### config.mk
export PLATFORM = sky130hd
export DESIGN_NAME = memref_port_arbiter
export DESIGN_NICKNAME = d
export VERILOG_FILES = /design/src/rtl/memarb_pkg.sv /design/src/rtl/memarb_rd_return.sv /design/src/rtl/memref_port_arbiter.sv
export SDC_FILE = /design/constraint.sdc
export NUM_CORES = 1
export LEC_CHECK = 0
export BUFFER_PORTS_ARGS = -buffer_cell sky130_fd_sc_hd__buf_4
export CAP_MARGIN = 20
export CORE_MARGIN = 2
export CORE_UTILIZATION = 35
export DETAILED_ROUTE_END_ITERATION = 6
export PLACE_DENSITY = 0.72
export RECOVER_POWER = 100
export SETUP_SLACK_MARGIN = 0.2
export SLEW_MARGIN = 10
export SYNTH_ARGS = -nofsm -noshare
export SYNTH_HDL_FRONTEND = slang
export SYNTH_HIERARCHICAL = 1
export SYNTH_SLANG_ARGS = --single-unit
### constraint.sdc
create_clock -name clk -period 2.4 [get_ports clk]
set_input_delay 0.24 -clock clk [delete_from_list [all_inputs] [get_ports clk]]
set_output_delay 0.24 -clock clk [all_outputs]
set_load 0.05 [all_outputs]
### src/rtl/memarb_pkg.sv
// Shared types for the memref port arbiter.
//   owner_t  : who currently holds the port lock (OWN_NONE when unlocked)
//   rd_tag_t : one read-return pipeline entry {valid, requester id}
package memarb_pkg;
  typedef enum logic [1:0] {
    OWN_R0   = 2'd0,
    OWN_R1   = 2'd1,
    OWN_NONE = 2'd2
  } owner_t;

  typedef struct packed {
    logic valid;
    logic id;
  } rd_tag_t;

  localparam int MAX_RD_LATENCY = 4;
endpackage

### src/rtl/memarb_rd_return.sv
// Read-return tag pipeline. Carries {valid, id} for every issued read for
// exactly RD_LATENCY cycles so the tag lines up with the memory's read data.
//   clk, rst      : clock, async active-low clear (drops in-flight returns)
//   i_tag         : tag of the access issued this cycle (valid=0 for writes/idle)
//   o_rd_valid0/1 : the returning data belongs to requester 0 / 1
module memarb_rd_return
  import memarb_pkg::*;
#(
  parameter int RD_LATENCY = 1
) (
  input  logic    clk,
  input  logic    rst,
  input  rd_tag_t i_tag,
  output logic    o_rd_valid0,
  output logic    o_rd_valid1
);
  rd_tag_t r_pipe [RD_LATENCY];
  rd_tag_t w_tail;

  always_ff @(posedge clk or negedge rst) begin
    if (!rst) begin
      for (int i = 0; i < RD_LATENCY; i++) r_pipe[i] <= '0;
    end else begin
      r_pipe[0] <= i_tag;
      for (int i = 1; i < RD_LATENCY; i++) r_pipe[i] <= r_pipe[i-1];
    end
  end

  assign w_tail = r_pipe[RD_LATENCY-1];

  // Gated by rst so nothing is reported while reset is asserted.
  assign o_rd_valid0 = rst & w_tail.valid & ~w_tail.id;
  assign o_rd_valid1 = rst & w_tail.valid &  w_tail.id;
endmodule

### src/rtl/memref_port_arbiter.sv
// Two-requester arbiter for the single read/write port of one memref.
// Round-robin between r0/r1, optional lock to keep the port for bursts,
// and read data routed back by a tag pipeline matching RD_LATENCY.
// Optional feature macro: ARB_STATS_EN adds 16-bit saturating stall counters
// stall_cnt0/stall_cnt1 (cycles with req=1 and gnt=0).
// Ports:
//   clk, rst                  : clock, async active-low reset
//   rK_req/lock/wr_en/addr/wr_data : requester K access request (K=0,1)
//   rK_gnt                    : K's access issued to memory this cycle
//   rK_rd_valid, rK_rd_data   : read return for K (data bus shared)
//   mem_addr/rd_en/wr_en/wr_data, mem_rd_data : memory side
module memref_port_arbiter
  import memarb_pkg::*;
#(
  parameter int WIDTH      = 32,
  parameter int SIZE       = 64,
  parameter int ADDR_W     = 6,
  parameter int RD_LATENCY = 1
) (
  input  logic              clk,
  input  logic              rst,
  input  logic              r0_req,
  input  logic              r0_lock,
  input  logic              r0_wr_en,
  input  logic [ADDR_W-1:0] r0_addr,
  input  logic [WIDTH-1:0]  r0_wr_data,
  input  logic              r1_req,
  input  logic              r1_lock,
  input  logic              r1_wr_en,
  input  logic [ADDR_W-1:0] r1_addr,
  input  logic [WIDTH-1:0]  r1_wr_data,
  output logic              r0_gnt,
  output logic              r0_rd_valid,
  output logic [WIDTH-1:0]  r0_rd_data,
  output logic              r1_gnt,
  output logic              r1_rd_valid,
  output logic [WIDTH-1:0]  r1_rd_data,
  output logic [ADDR_W-1:0] mem_addr,
  output logic              mem_rd_en,
  output logic              mem_wr_en,
  output logic [WIDTH-1:0]  mem_wr_data,
  input  logic [WIDTH-1:0]  mem_rd_data
`ifdef ARB_STATS_EN
  ,
  output logic [15:0]       stall_cnt0,
  output logic [15:0]       stall_cnt1
`endif
);
  if (ADDR_W != $clog2(SIZE)) begin : g_bad_addr_w
    $error("ADDR_W must equal clog2(SIZE)");
  end
  if (RD_LATENCY < 1 || RD_LATENCY > MAX_RD_LATENCY) begin : g_bad_lat
    $error("RD_LATENCY out of range");
  end

  owner_t            r_owner;
  logic              r_rr;
  logic [ADDR_W-1:0] r_addr;
  logic [WIDTH-1:0]  r_wdata;

  logic    w_req0_g, w_req1_g;
  logic    w_g0, w_g1, w_any, w_wr, w_lock, w_abandon;
  rd_tag_t w_tag;

  // A lock whose owner has dropped req is treated as already released, so
  // the other requester can win in that same cycle.
  always_comb begin
    w_abandon = (r_owner == OWN_R0 && !r0_req) || (r_owner == OWN_R1 && !r1_req);
    w_req0_g  = 1'b0;
    w_req1_g  = 1'b0;
    if (r_owner == OWN_R0 && r0_req) begin
      w_req0_g = 1'b1;
    end else if (r_owner == OWN_R1 && r1_req) begin
      w_req1_g = 1'b1;
    end else if (r0_req && r1_req) begin
      w_req0_g = ~r_rr;
      w_req1_g = r_rr;
    end else begin
      w_req0_g = r0_req;
      w_req1_g = r1_req;
    end
  end

  assign w_g0   = rst & w_req0_g;
  assign w_g1   = rst & w_req1_g;
  assign w_any  = w_g0 | w_g1;
  assign w_wr   = w_g1 ? r1_wr_en : r0_wr_en;
  assign w_lock = w_g1 ? r1_lock  : r0_lock;

  assign r0_gnt      = w_g0;
  assign r1_gnt      = w_g1;
  assign mem_wr_en   = w_any &  w_wr;
  assign mem_rd_en   = w_any & ~w_wr;
  // Address/data hold their last issued value while the port is idle.
  assign mem_addr    = w_any ? (w_g1 ? r1_addr : r0_addr) : r_addr;
  assign mem_wr_data = w_any ? (w_g1 ? r1_wr_data : r0_wr_data) : r_wdata;

  always_ff @(posedge clk or negedge rst) begin
    if (!rst) begin
      r_owner <= OWN_NONE;
      r_rr    <= 1'b0;
      r_addr  <= '0;
      r_wdata <= '0;
    end else if (w_any) begin
      // Pointer always moves to the other requester; during a lock this is
      // already the non-owner, so it stays put until release.
      r_rr    <= w_g0;
      r_owner <= w_lock ? (w_g1 ? OWN_R1 : OWN_R0) : OWN_NONE;
      r_addr  <= mem_addr;
      r_wdata <= mem_wr_data;
    end else if (w_abandon) begin
      r_rr    <= (r_owner == OWN_R0);
      r_owner <= OWN_NONE;
    end
  end

  always_comb begin
    w_tag       = '0;
    w_tag.valid = mem_rd_en;
    w_tag.id    = w_g1;
  end

  memarb_rd_return #(.RD_LATENCY(RD_LATENCY)) u_rd_return (
    .clk         (clk),
    .rst         (rst),
    .i_tag       (w_tag),
    .o_rd_valid0 (r0_rd_valid),
    .o_rd_valid1 (r1_rd_valid)
  );

  assign r0_rd_data = mem_rd_data;
  assign r1_rd_data = mem_rd_data;

`ifdef ARB_STATS_EN
  logic [15:0] r_stall0, r_stall1;
  always_ff @(posedge clk or negedge rst) begin
    if (!rst) begin
      r_stall0 <= '0;
      r_stall1 <= '0;
    end else begin
      if (r0_req && !w_g0 && r_stall0 != 16'hFFFF) r_stall0 <= r_stall0 + 16'd1;
      if (r1_req && !w_g1 && r_stall1 != 16'hFFFF) r_stall1 <= r_stall1 + 16'd1;
    end
  end
  assign stall_cnt0 = r_stall0;
  assign stall_cnt1 = r_stall1;
`endif
endmodule

# == After elaboration in Yosys (flattened, before gate mapping) ==
# Cells that the tools add are included.
# totals
ff_bits,43
out_inout_bits,108
# op_classes
eq_ne,1
muxes,18
n_bitwise,11
n_reduce_logical,10
# op_table
op,count
32-bit 2-to-1 mux,2
6-bit 2-to-1 mux,2
1-bit 2-to-1 mux,11
1-bit AND,7
2-bit 2-to-1 mux,3
1-bit logical AND,5
1-bit inverter,3
"2-bit by 1-bit equality test with 1-bit output, second input constant",1
1-bit logical NOT,2
2-bit logical NOT,1
2-bit nonzero test,1
1-bit logical OR,1
1-bit bitwise OR,1

# == Depth between registers and ports, before layout ==
# Gate-level depths: netlist of run 1.
# logic_depth
depth_word,8
mapped_depth,5

# == Cells and area by module ==
# The synthesis of run 1 kept the hierarchy.
# modules_own_cells
module,n_inst,cells_each,area_per_inst_um2
memref_port_arbiter,1,284,3108.0
memarb_rd_return,1,4,66.3

# == Worst setup path after synthesis of run 1 ==
# Ideal clock, no wire load.
# synth_timing
path_type,reg2out
from,register r_owner[1]
to,output mem_wr_en
arrival_time_ps,2115
t_required_ps,2160
slack_ps,45
path_stages_with_launch,5
n_path_buf,1
path_cell_list,dfstp_2 > mux2i_2 > a21oi_4 > buf_6 > mux2i_1
# synth_between
elab_chain_cells,7
elab_cells_between_ends,13
classes_between,1 x eq/ne; 5 x mux; 4 x bitwise; 3 x reduce/logical
# synth_lines
element,line_no,rtl
"start, declared",memref_port_arbiter.sv:56,owner_t r_owner;
"start signal, assigned",memref_port_arbiter.sv:108,r_owner <= w_lock ? (w_g1 ? OWN_R1 : OWN_R0) : OWN_NONE;
2-bit by 1-bit equality test with 1-bit output,memref_port_arbiter.sv:73,end else if (r_owner == OWN_R1 && r1_req) begin
1-bit logical AND,memref_port_arbiter.sv:73,
1-bit 2-to-1 mux,memref_port_arbiter.sv:73,
1-bit 2-to-1 mux (*),memref_port_arbiter.sv:71,if (r_owner == OWN_R0 && r0_req) begin
1-bit AND (*),memref_port_arbiter.sv:85,assign w_g1 = rst & w_req1_g;
via r1_gnt,memref_port_arbiter.sv:35,"output logic r1_gnt,"
1-bit bitwise OR / 1-bit 2-to-1 mux (equally long branches),"memref_port_arbiter.sv:86, memref_port_arbiter.sv:87",
1-bit AND (*),memref_port_arbiter.sv:92,assign mem_wr_en = w_any & w_wr;
"end, declared",memref_port_arbiter.sv:40,"output logic mem_wr_en,"
# Mark *: on every way through the listed nets, which the timed path passes. The rest lies on a longest branch.

# == Worst setup path in the final report of run 1 ==
# layout_timing
from,register r_owner[1]
to,output mem_wr_data[11]
# layout_between
elab_chain_cells,7
elab_cells_between_ends,13
classes_between,1 x eq/ne; 6 x mux; 3 x bitwise; 3 x reduce/logical
# layout_lines
element,line_no,rtl
2-bit by 1-bit equality test with 1-bit output,memref_port_arbiter.sv:73,
1-bit logical AND,memref_port_arbiter.sv:73,
1-bit 2-to-1 mux,memref_port_arbiter.sv:73,
1-bit 2-to-1 mux,memref_port_arbiter.sv:71,
1-bit AND (on tied branches),"memref_port_arbiter.sv:85, memref_port_arbiter.sv:84",
32-bit 2-to-1 mux / 1-bit bitwise OR (equally long branches),"memref_port_arbiter.sv:96, memref_port_arbiter.sv:86",
32-bit 2-to-1 mux (*),memref_port_arbiter.sv:96,assign mem_wr_data = w_any ? (w_g1 ? r1_wr_data : r0_wr_data) : r_wdata;
"end, declared",memref_port_arbiter.sv:41,"output logic [WIDTH-1:0] mem_wr_data,"
# Mark *: on every way between the ends. The rest lies on a longest branch, timed or not.

==> flow_metrics.py, run 1 <==
metrics = {
    "status": {
        "status": "finished clean",
    },
    "drt": {
        "ant_nets": 0,
        "drt-total-wl_mm": 9.37,
        "wire_per_inst_um": 21.0,
        "drt_first_iter_violations": 175,
        "vias_per_cell": 6.28,
        "firstDrtPassIters": 5,
        "drc": 0,
        "num_vias": 2806,
    },
    "critical_path": {
        "r2r_start": "r_owner[1]",
        "r2r_end": "r_wdata[24]",
        "r2r_slack_ns": 0.40,
        "cp-end-kind": "output port",
        "critPathLaunchType": "flip-flop",
        "crit_fanout": 12,
        "crit_type": "reg -> out",
        "ff2ff_path_depth": 5,
        "required_ns": 2.16,
        "worstPathArrival_ns": 2.08,
    },
    "sta": {
        "finalSetupTns_ns": 0,
        "fin_ws_ns": 0.0757,
        "hold_viol": 0,
        "layout_min_cycle_time_ns": 2.32,
        "relSlewSlack": 0.450,
        "finalSetupViolCount": 0,
        "grt_setup_unrepaired": "yes",
        "whs_ns": 0.158,
        "worst_slew_pin_slew_ns": 0.824,
        "finClkSkew_ns": 0.00964,
        "period_share": 0.968,
        "drv_slew": 0,
        "fmax_ghz": 0.430,
    },
    "clock_network": {
        "tritoncts": "yes",
        "path_clk_slew_ns": 0.09,
        "cts_sinks": 43,
        "cts_buffers": 5,
        "root_buffer": "clkbuf_8",
        "htree_levels": 2,
        "clock_latency_ns": 0.30,
        "cts_buffer_depth": 2,
    },
    "yosys": {
        "synth_compound_area_frac": 0.402,
        "avgSynthCellArea_sq_um": 11.0,
        "synth.area.mux_share": 0.0154,
        "ys_seq_area_frac": 0.339,
        "synth_xor_area_frac": 0,
        "synth-simple-area-share": 0.0272,
        "synth_warnings": 6,
        "yosysUniqueCellTypes": 33,
        "mappedNetlistNets": 404,
        "synthAdderAreaFrac": 0,
        "synthesis.area_sq_um": 3170,
        "ys_seq_elements": 43,
        "synth_top_family_by_area": "compound AO/OA/AOI/OAI gates",
        "synthCells": 288,
    },
    "placement": {
        "placed_area_sq_um": 3720,
        "io_buffers": 127,
        "gp_congestion": 0.695,
        "dp_hpwl_mm": 5.84,
        "pre_cts_slack_ns": 0.389,
        "dp_cells": 435,
    },
    "finish": {
        "multi_input_area_sq_um": 1440,
        "fin_cells": 447,
        "design_area_sq_um": 4000,
        "fillers": 846,
        "syn2layout_area_growth_pct": 25.9,
        "final_nets": 454,
        "drive_gt1_frac": 0.460,
        "antenna_cells": 0,
        "regArea_sq_um": 1080,
    },
    "grt": {
        "grt_max_degree": 88,
        "overflow": 0,
        "antenna_found_initial": 0,
        "grtUsageMet3": 0.0429,
        "grtUsageMet2": 0.294,
        "grt_pass1_wl_mm": 14.1,
        "met1_usage": 0.225,
        "grtUsageTotal": 0.176,
        "grt_pass1_vias": 2765,
        "top_usage_layer": "met2",
    },
    "worst_hold_path": {
        "min_path_cells": 2,
        "min-delay-start": "r1_lock",
        "hold_path_end": "r_owner[0]",
        "hold_path.class": "in -> reg",
    },
    "power": {
        "power.density_nw_per_um2": 760,
        "p_leak_uw": 0.00181,
        "ir_drop_mv": 0.298,
    },
    "floorplan": {
        "core-area_sq_um": 8760,
        "pin_count": 224,
        "dieArea_sq_um": 9850,
        "initial_utilization": 0.362,
        "die_h_um": 99.2,
        "die_w_um": 99.2,
        "rows": 34,
    },
    "job": {
        "max_cap_viol_count": 0,
    },
}
## cells in the mapped netlist (all sizes together)
master    n  area [sq um]
or3       1          6.26
buf      80           611
o21a      2          15.0
a211oi    1          7.51
a21boi    1          7.51
a221o    76           761
a41oi     1          8.76
o2bb2ai   1          8.76
o2111a   38           428
clkbuf   18          67.6
o21ai     3          15.0
and2      1          6.26
nand3     1          5.00
nor3      1          5.00
mux2i     3          33.8
dfrtp    42          1050
nand2b    1          6.26
inv       2          7.50
a21oi     1          16.3
and3      1          7.51
nand2     4          15.0
and3b     1          8.76
nor3b     1          7.51
mux2      1          15.0
dfstp     1          26.3
nor2      3          11.3
and2b     1          7.51
o32ai     1          8.76
## metrics by stage
| stage | utilization | total power [uW] |
|---|---|---|
| 2_1_floorplan | - | 2190 |
| 3_3_place_gp | 0.425 | 2340 |
| 3_5_place_dp | 0.425 | 2350 |
| 4_1_cts | 0.446 | 3000 |
| 5_1_grt | 0.456 | 3180 |
| 6_report | 0.456 | 3040 |
## per-layer routing
layer	wire [um]	part of all wire
met2	4670	0.50
met5	0	0
met4	133	0.014
met3	650	0.069
met1	3920	0.42
## sequential cells by signal, summed over array words and instances, names as in the netlist
name / flops
r_owner: 2
r_wdata: 32
u_rd_return/r_pipe: 2
r_rr: 1
r_addr: 6
## critical path, cell delays in order, from the launching register on
cell       delay [ns]
dfstp_2          0.57
mux2i_4          0.31
a21oi_4          0.15
clkbuf_16        0.20
a221o_1          0.35
buf_4            0.19
## area by class of cell
class | count | area share
clock buffer | 6 | 0.0207
multi-input combinational | 145 | 0.359
timing repair buffer | 141 | 0.306
clock inverter | 2 | 0.00877
tap | 108 | 0.0338
sequential | 43 | 0.270
inverter | 2 | 0.00188
## power by group
| part | switching, uW | leakage, uW | internal (uW) |
|---|---|---|---|
| Sequential | 90.1 | 0.000530 | 859 |
| Clock | 268 | 0.0000612 | 337 |
| Combinational | 881 | 0.00122 | 601 |
## layout by cell type (no fill, tap or decap), drive strengths merged, types with 2 or more instances in the layout
cell	instances
buf	138
a221o	76
inv	2
o21ai	3
mux2i	3
nand2	4
dfrtp	42
clkbuf	8
nor2	3
o2111a	38
o21a	2
## how the worst max path moves through the flow
| stage | start | end | slack [ns] | cells after the start |
|---|---|---|---|---|
| 5_1_grt | r_owner[1] | mem_addr[2] | -0.003 | 5 |
| 6_report | r_owner[1] | mem_wr_data[11] | 0.08 | 5 |
| 4_1_cts | r_owner[1] | mem_wr_data[30] | 0.12 | 5 |
| 3_5_place_dp | r_owner[1] | mem_wr_data[0] | 0.39 | 5 |
| 3_3_place_gp | r_owner[1] | mem_wr_data[3] | 0.42 | 5 |
| 2_1_floorplan | r_owner[1] | mem_wr_en | 0.29 | 4 |
## cells by family after synthesis
kind of cell           after synthesis
AOI/OAI and AO/OA                  125
buffers and inverters              100
DFF                                 43
muxes                                4
and+or+nand+nor                     16
## what timing repair did
action | in CTS | in global routing
endpoints found under the hold margin | 0 | 0
pin swaps | 0 | 1
cloned | 1 | 1
setup buffers | 2 | 0
gates resized for setup | 6 | 17
setup endpoints to repair | 39 | 41
hold buffers | 0 | 0
Note: power is estimated with default switching activity, not from simulation.
==> run 2, diff against run 1 <==
CORE_UTILIZATION = 38   (was 35)
PLACE_DENSITY = 0.8   (was 0.72)
clock period = 2.1 ns   (was 2.4 ns; I/O delays follow)
==> flow_metrics.py, run 2 (synthesis results as in run 1) <==
metrics = {
    "placement": {
        "placed_area_sq_um": 3770,
        "io_buffers": 127,
        "dp_hpwl_mm": 5.82,
        "gp_congestion": 0.741,
    },
    "finish": {
        "top_register": "r_wdata",
        "final_util": 0.505,
        "final_cell_mix": "buf_4 (93), dfrtp_1 (42), buf_6 (41)",
        "design_area_sq_um": 4130,
        "largest_reg_flops": 32,
        "syn2layout_area_growth_pct": 30.0,
        "antenna_cells": 0,
        "drive_gt1_frac": 0.564,
        "final_nets": 457,
        "reg.largest.list": "r_wdata: 32 flops, r_addr: 6 flops",
        "mostFrequentLayoutCell": "buf_4",
    },
    "sta": {
        "hold_viol": 0,
        "finalSetupViolCount": 39,
        "layout_min_cycle_time_ns": 2.23,
        "fin_ws_ns": -0.131,
        "finalSetupTns_ns": -4.20,
        "relSlewSlack": 0.172,
        "drv_slew": 0,
        "period_share": 1.06,
        "worst_slew_pin_slew_ns": 1.24,
        "fmax_ghz": 0.448,
        "grt_setup_unrepaired": "yes",
        "finClkSkew_ns": 0.00494,
    },
    "critical_path": {
        "worstPathArrival_ns": 2.02,
        "required_ns": 1.89,
        "critPathLaunchType": "flip-flop",
        "critPathSlowestCell": "dfstp_2",
        "cp-end-kind": "output port",
        "crit_type": "reg -> out",
        "slowest_delay_ns": 0.57,
        "crit_fanout": 20,
        "cp_cell_sequence": "mux2i_4 -> a21oi_4 -> buf_12 -> a221o_2 -> buf_6",
    },
    "clock_network": {
        "path_clk_slew_ns": 0.08,
        "root_buffer": "clkbuf_8",
        "clock_latency_ns": 0.29,
        "htree_levels": 2,
        "cts_buffers": 5,
        "cts_sinks": 43,
        "cts_buffer_depth": 2,
        "tritoncts": "yes",
    },
    "grt": {
        "grt_max_degree": 42,
        "grtUsageTotal": 0.188,
        "antenna_found_initial": 0,
        "grt_pass1_vias": 2661,
        "grt_pass1_wl_mm": 13.5,
        "overflow": 0,
    },
    "floorplan": {
        "pin_count": 224,
        "rows": 33,
        "core-area_sq_um": 8180,
        "dieArea_sq_um": 9100,
        "initial_utilization": 0.388,
        "die_w_um": 95.4,
        "die_h_um": 95.4,
    },
    "power": {
        "p_leak_uw": 0.00185,
        "ir_drop_mv": 0.336,
        "power.density_nw_per_um2": 838,
    },
    "drt": {
        "ant_nets": 0,
        "vias_per_cell": 6.24,
        "wire_per_inst_um": 20.4,
        "drc": 0,
        "num_vias": 2789,
        "drt-total-wl_mm": 9.11,
        "drt_first_iter_violations": 152,
        "firstDrtPassIters": 4,
    },
    "status": {
        "status": "complete, but fails checks",
        "violations": "negative setup slack",
    },
    "job": {
        "max_cap_viol_count": 0,
    },
    "worst_hold_path": {
        "hold_path.class": "in -> async",
    },
}
run 2: cell count changes in the layout (fill, tap and decap cells not counted), moves of 3 or more:
cell,previous run,this run
a221o_1,76,38
buf_6,17,41
clkbuf_1,1,4
buf_4,116,93
a221o_2,0,38
run 2: per-stage QoR:
stage / setup slack, ns / total power (uW) / hold slack, ns / cells
finish: -0.131 / 3460 / 0.00551 / 447
global route: -0.166 / 3610 / 0.0265 / 447
CTS: -0.138 / 3430 / 0.0271 / 445
detailed placement: 0.0104 / 2710 / 0.236 / 431
global placement: 0.0640 / 2670 / 0.238 / 431
floorplan: 0.185 / 2550 / -0.0856 / 288
run 2: path summary, 6_finish.rpt:
path | cells after the start | slack [ns] | from | endpoint
worst min register to register | 1 | 0.52 | r_wdata[3] | r_wdata[3]
min in group clk | 2 | 0.15 | r1_lock | r_owner[0]
worst min-delay path | 2 | 0.006 | rst | r_wdata[28]
worst max register to register | 5 | 0.22 | r_owner[1] | r_wdata[7]
worst max-delay path | 5 | -0.13 | r_owner[1] | mem_wr_data[2]
max in group asynchronous | 4 | 0.15 | rst | r_wdata[10]
run 2: worst max-delay path, delay by kind of cell, from the launching register on:
kind	cells	cell delay, ns
muxes	1	0.28
AOI/OAI and AO/OA	2	0.53
DFF	1	0.57
buffers and inverters	2	0.34
run 2: what timing repair did:
item / in CTS / in global routing
gates resized for setup: 42 / 5
gates cloned: 2 / 0
pin swaps: 1 / 13
setup buffers: 3 / 1
hold buffers: 1 / 0
endpoints found under the setup margin: 42 / 76
hold endpoints to repair: 22 / 0
run 2: layout make-up:
class	instances	area [sq um]
Inverter	2	7.51
Multi-Input combinational cell	145	1490
Clock buffer	7	86.3
Tap cell	105	131
Sequential cell	43	1080
Timing Repair Buffer	144	1330
Clock inverter	1	5.00
Fill cell	768	4050
run 2: report_power, final:
part / total, uW / internal (uW) / switching (uW)
clock network: 555 / 266 / 289
logic: 1820 / 788 / 1030
registers: 1090 / 982 / 103
run 2: layer usage:
metal	share of wire	vias up	routed length, um	global-route usage
li1	-	1249	-	-
met5	0	-	0	0
met1	0.40	1383	3640	0.236
met2	0.52	124	4690	0.321
met4	0.021	0	195	0.0643
met3	0.064	33	580	0.0411
==> run 3, diff against run 2 <==
CELL_PAD_IN_SITES_DETAIL_PLACEMENT = 1   (was default)
CELL_PAD_IN_SITES_GLOBAL_PLACEMENT = 1   (was default)
CORE_UTILIZATION = 27   (was 38)
==> flow_metrics.py, run 3 (synthesis results as in run 1) <==
metrics = {
    "drt": {
        "num_vias": 2830,
        "ant_nets": 0,
        "drc": 0,
        "vias_per_cell": 5.76,
        "wire_per_inst_um": 21.2,
        "drt_first_iter_violations": 120,
        "firstDrtPassIters": 5,
        "drt-total-wl_mm": 10.4,
    },
    "power": {
        "power.density_nw_per_um2": 886,
        "ir_drop_mv": 0.441,
        "power.net_switching_uw": 1500,
        "pwr-share-clk": 0.219,
        "pwr-share-seq": 0.283,
        "p_leak_uw": 0.00192,
        "swShare": 0.393,
        "p_int_uw": 2320,
        "p_comb_frac": 0.498,
    },
    "finish": {
        "top_register": "r_wdata",
        "mostFrequentLayoutCell": "buf_4",
        "antenna_cells": 0,
        "final_util": 0.377,
        "largest_reg_flops": 32,
        "syn2layout_area_growth_pct": 36.1,
        "final_cell_mix": "buf_4 (96), dfrtp_1 (42), buf_6 (41)",
        "fin_cells": 491,
        "final_nets": 463,
        "drive_gt1_frac": 0.572,
        "reg.largest.list": "r_wdata: 32 flops, r_addr: 6 flops",
    },
    "clock_network": {
        "clock_latency_ns": 0.28,
        "cts_buffer_depth": 2,
        "cts_sinks": 43,
        "htree_levels": 2,
        "root_buffer": "clkbuf_16",
        "cts_buffers": 5,
        "tritoncts": "yes",
        "path_clk_slew_ns": 0.07,
    },
    "floorplan": {
        "core-area_sq_um": 11500,
        "initial_utilization": 0.277,
        "dieArea_sq_um": 12600,
        "rows": 39,
        "die_h_um": 112,
        "pin_count": 224,
        "die_w_um": 112,
    },
    "sta": {
        "layout_min_cycle_time_ns": 2.21,
        "fin_ws_ns": -0.107,
        "grt_setup_unrepaired": "yes",
        "relSlewSlack": 0.450,
        "finalSetupViolCount": 40,
        "worst_slew_pin_slew_ns": 0.824,
        "hold_viol": 0,
        "fmax_ghz": 0.453,
        "period_share": 1.05,
        "finClkSkew_ns": 0.00443,
        "drv_slew": 0,
    },
    "worst_hold_path": {
        "hold_path_end": "r_owner[0]",
        "min-delay-start": "r1_lock",
        "min_path_cells": 2,
        "hold_path.class": "in -> reg",
    },
    "status": {
        "status": "complete, but fails checks",
        "violations": "negative setup slack",
    },
    "grt": {
        "grt_max_degree": 47,
        "grt_pass1_vias": 3011,
        "grtUsageTotal": 0.158,
        "overflow": 0,
        "grt_pass1_wl_mm": 16.0,
        "antenna_found_initial": 0,
    },
    "placement": {
        "dp_hpwl_mm": 6.69,
        "io_buffers": 127,
        "gp_congestion": 0.737,
        "dp_cells": 474,
    },
    "critical_path": {
        "r2r_end": "r_addr[0]",
        "r2r_slack_ns": -0.02,
        "r2r_start": "r_owner[1]",
        "crit_fanout": 25,
        "cp-end-kind": "output port",
        "critPathLaunchType": "flip-flop",
        "ff2ff_path_depth": 7,
        "required_ns": 1.89,
        "crit_type": "reg -> out",
        "worstPathArrival_ns": 2.00,
    },
    "job": {
        "max_cap_viol_count": 0,
    },
}
[run 3: cell types whose count changed in the layout (fill, tap and decap cells not counted), moves of 3 or more]
cell	previous run	this run
buf_12	4	7
buf_4	93	96
clkbuf_16	0	5
clkbuf_8	6	2
[run 3: worst max-delay path, stage by stage, from the launching register on]
cell	delay, ns
dfstp_2	0.56
mux2i_4	0.28
a21oi_4	0.13
buf_12	0.18
a221o_2	0.40
buf_6	0.16
[run 3: worst max path at each step]
stage	startpoint	to	slack, ns	cells past startpoint
after floorplan	r_owner[1]	mem_wr_data[24]	0.19	4
after global placement	r_owner[1]	mem_wr_data[14]	0.08	5
after detailed placement	r_owner[1]	mem_wr_data[22]	0.003	5
after CTS	r_owner[1]	mem_wr_data[21]	-0.12	5
after global routing	r_owner[1]	mem_wr_data[10]	-0.17	5
final	r_owner[1]	mem_wr_data[21]	-0.11	5
[run 3: routing by layer]
metal / track usage / share of wire
met5: 0 / 0
met4: 0.0480 / 0.017
met3: 0.0432 / 0.083
met2: 0.272 / 0.48
met1: 0.192 / 0.42
[run 3: cell type report]
type	instances	area [sq um]
well taps	143	179
repair buffers	150	1410
fillers	1251	7150
flip-flops and latches	43	1080
multi-input cells	145	1490
inverters	2	7.51
clock buffers	8	156
[run 3: what timing repair did]
item / 4_1_cts / 5_1_grt
setup buffers: 3 / 2
endpoints found under the hold margin: 32 / 0
hold buffers: 2 / 0
gates cloned: 2 / 0
pin swaps: 1 / 10
gates resized for setup: 48 / 1
setup endpoints to repair: 41 / 61
[run 3: power groups by stage]
| stage | logic [uW] | clock network, uW | registers, uW |
|---|---|---|---|
| floorplan | 1480 | 0 | 1070 |
| global placement | 1610 | 0 | 1080 |
| detailed placement | 1650 | 0 | 1090 |
| CTS | 1920 | 866 | 1080 |
| global route | 2000 | 899 | 1100 |
| finish | 1910 | 838 | 1080 |
[run 3: metrics by stage]
step | worst slack [ns] | TNS, ns | instance area (sq um) | hold WS (ns) | total power [uW]
finish | -0.107 | -3.74 | 4320 | 0.163 | 3830
global route | -0.170 | -6.19 | 4320 | 0.156 | 4000
CTS | -0.117 | -4.22 | 4310 | 0.139 | 3870
detailed placement | 0.00292 | 0 | 3880 | 0.0471 | 2740
global placement | 0.0787 | 0 | 3880 | 0.0470 | 2700
floorplan | 0.185 | 0 | 3250 | -0.0856 | 2550
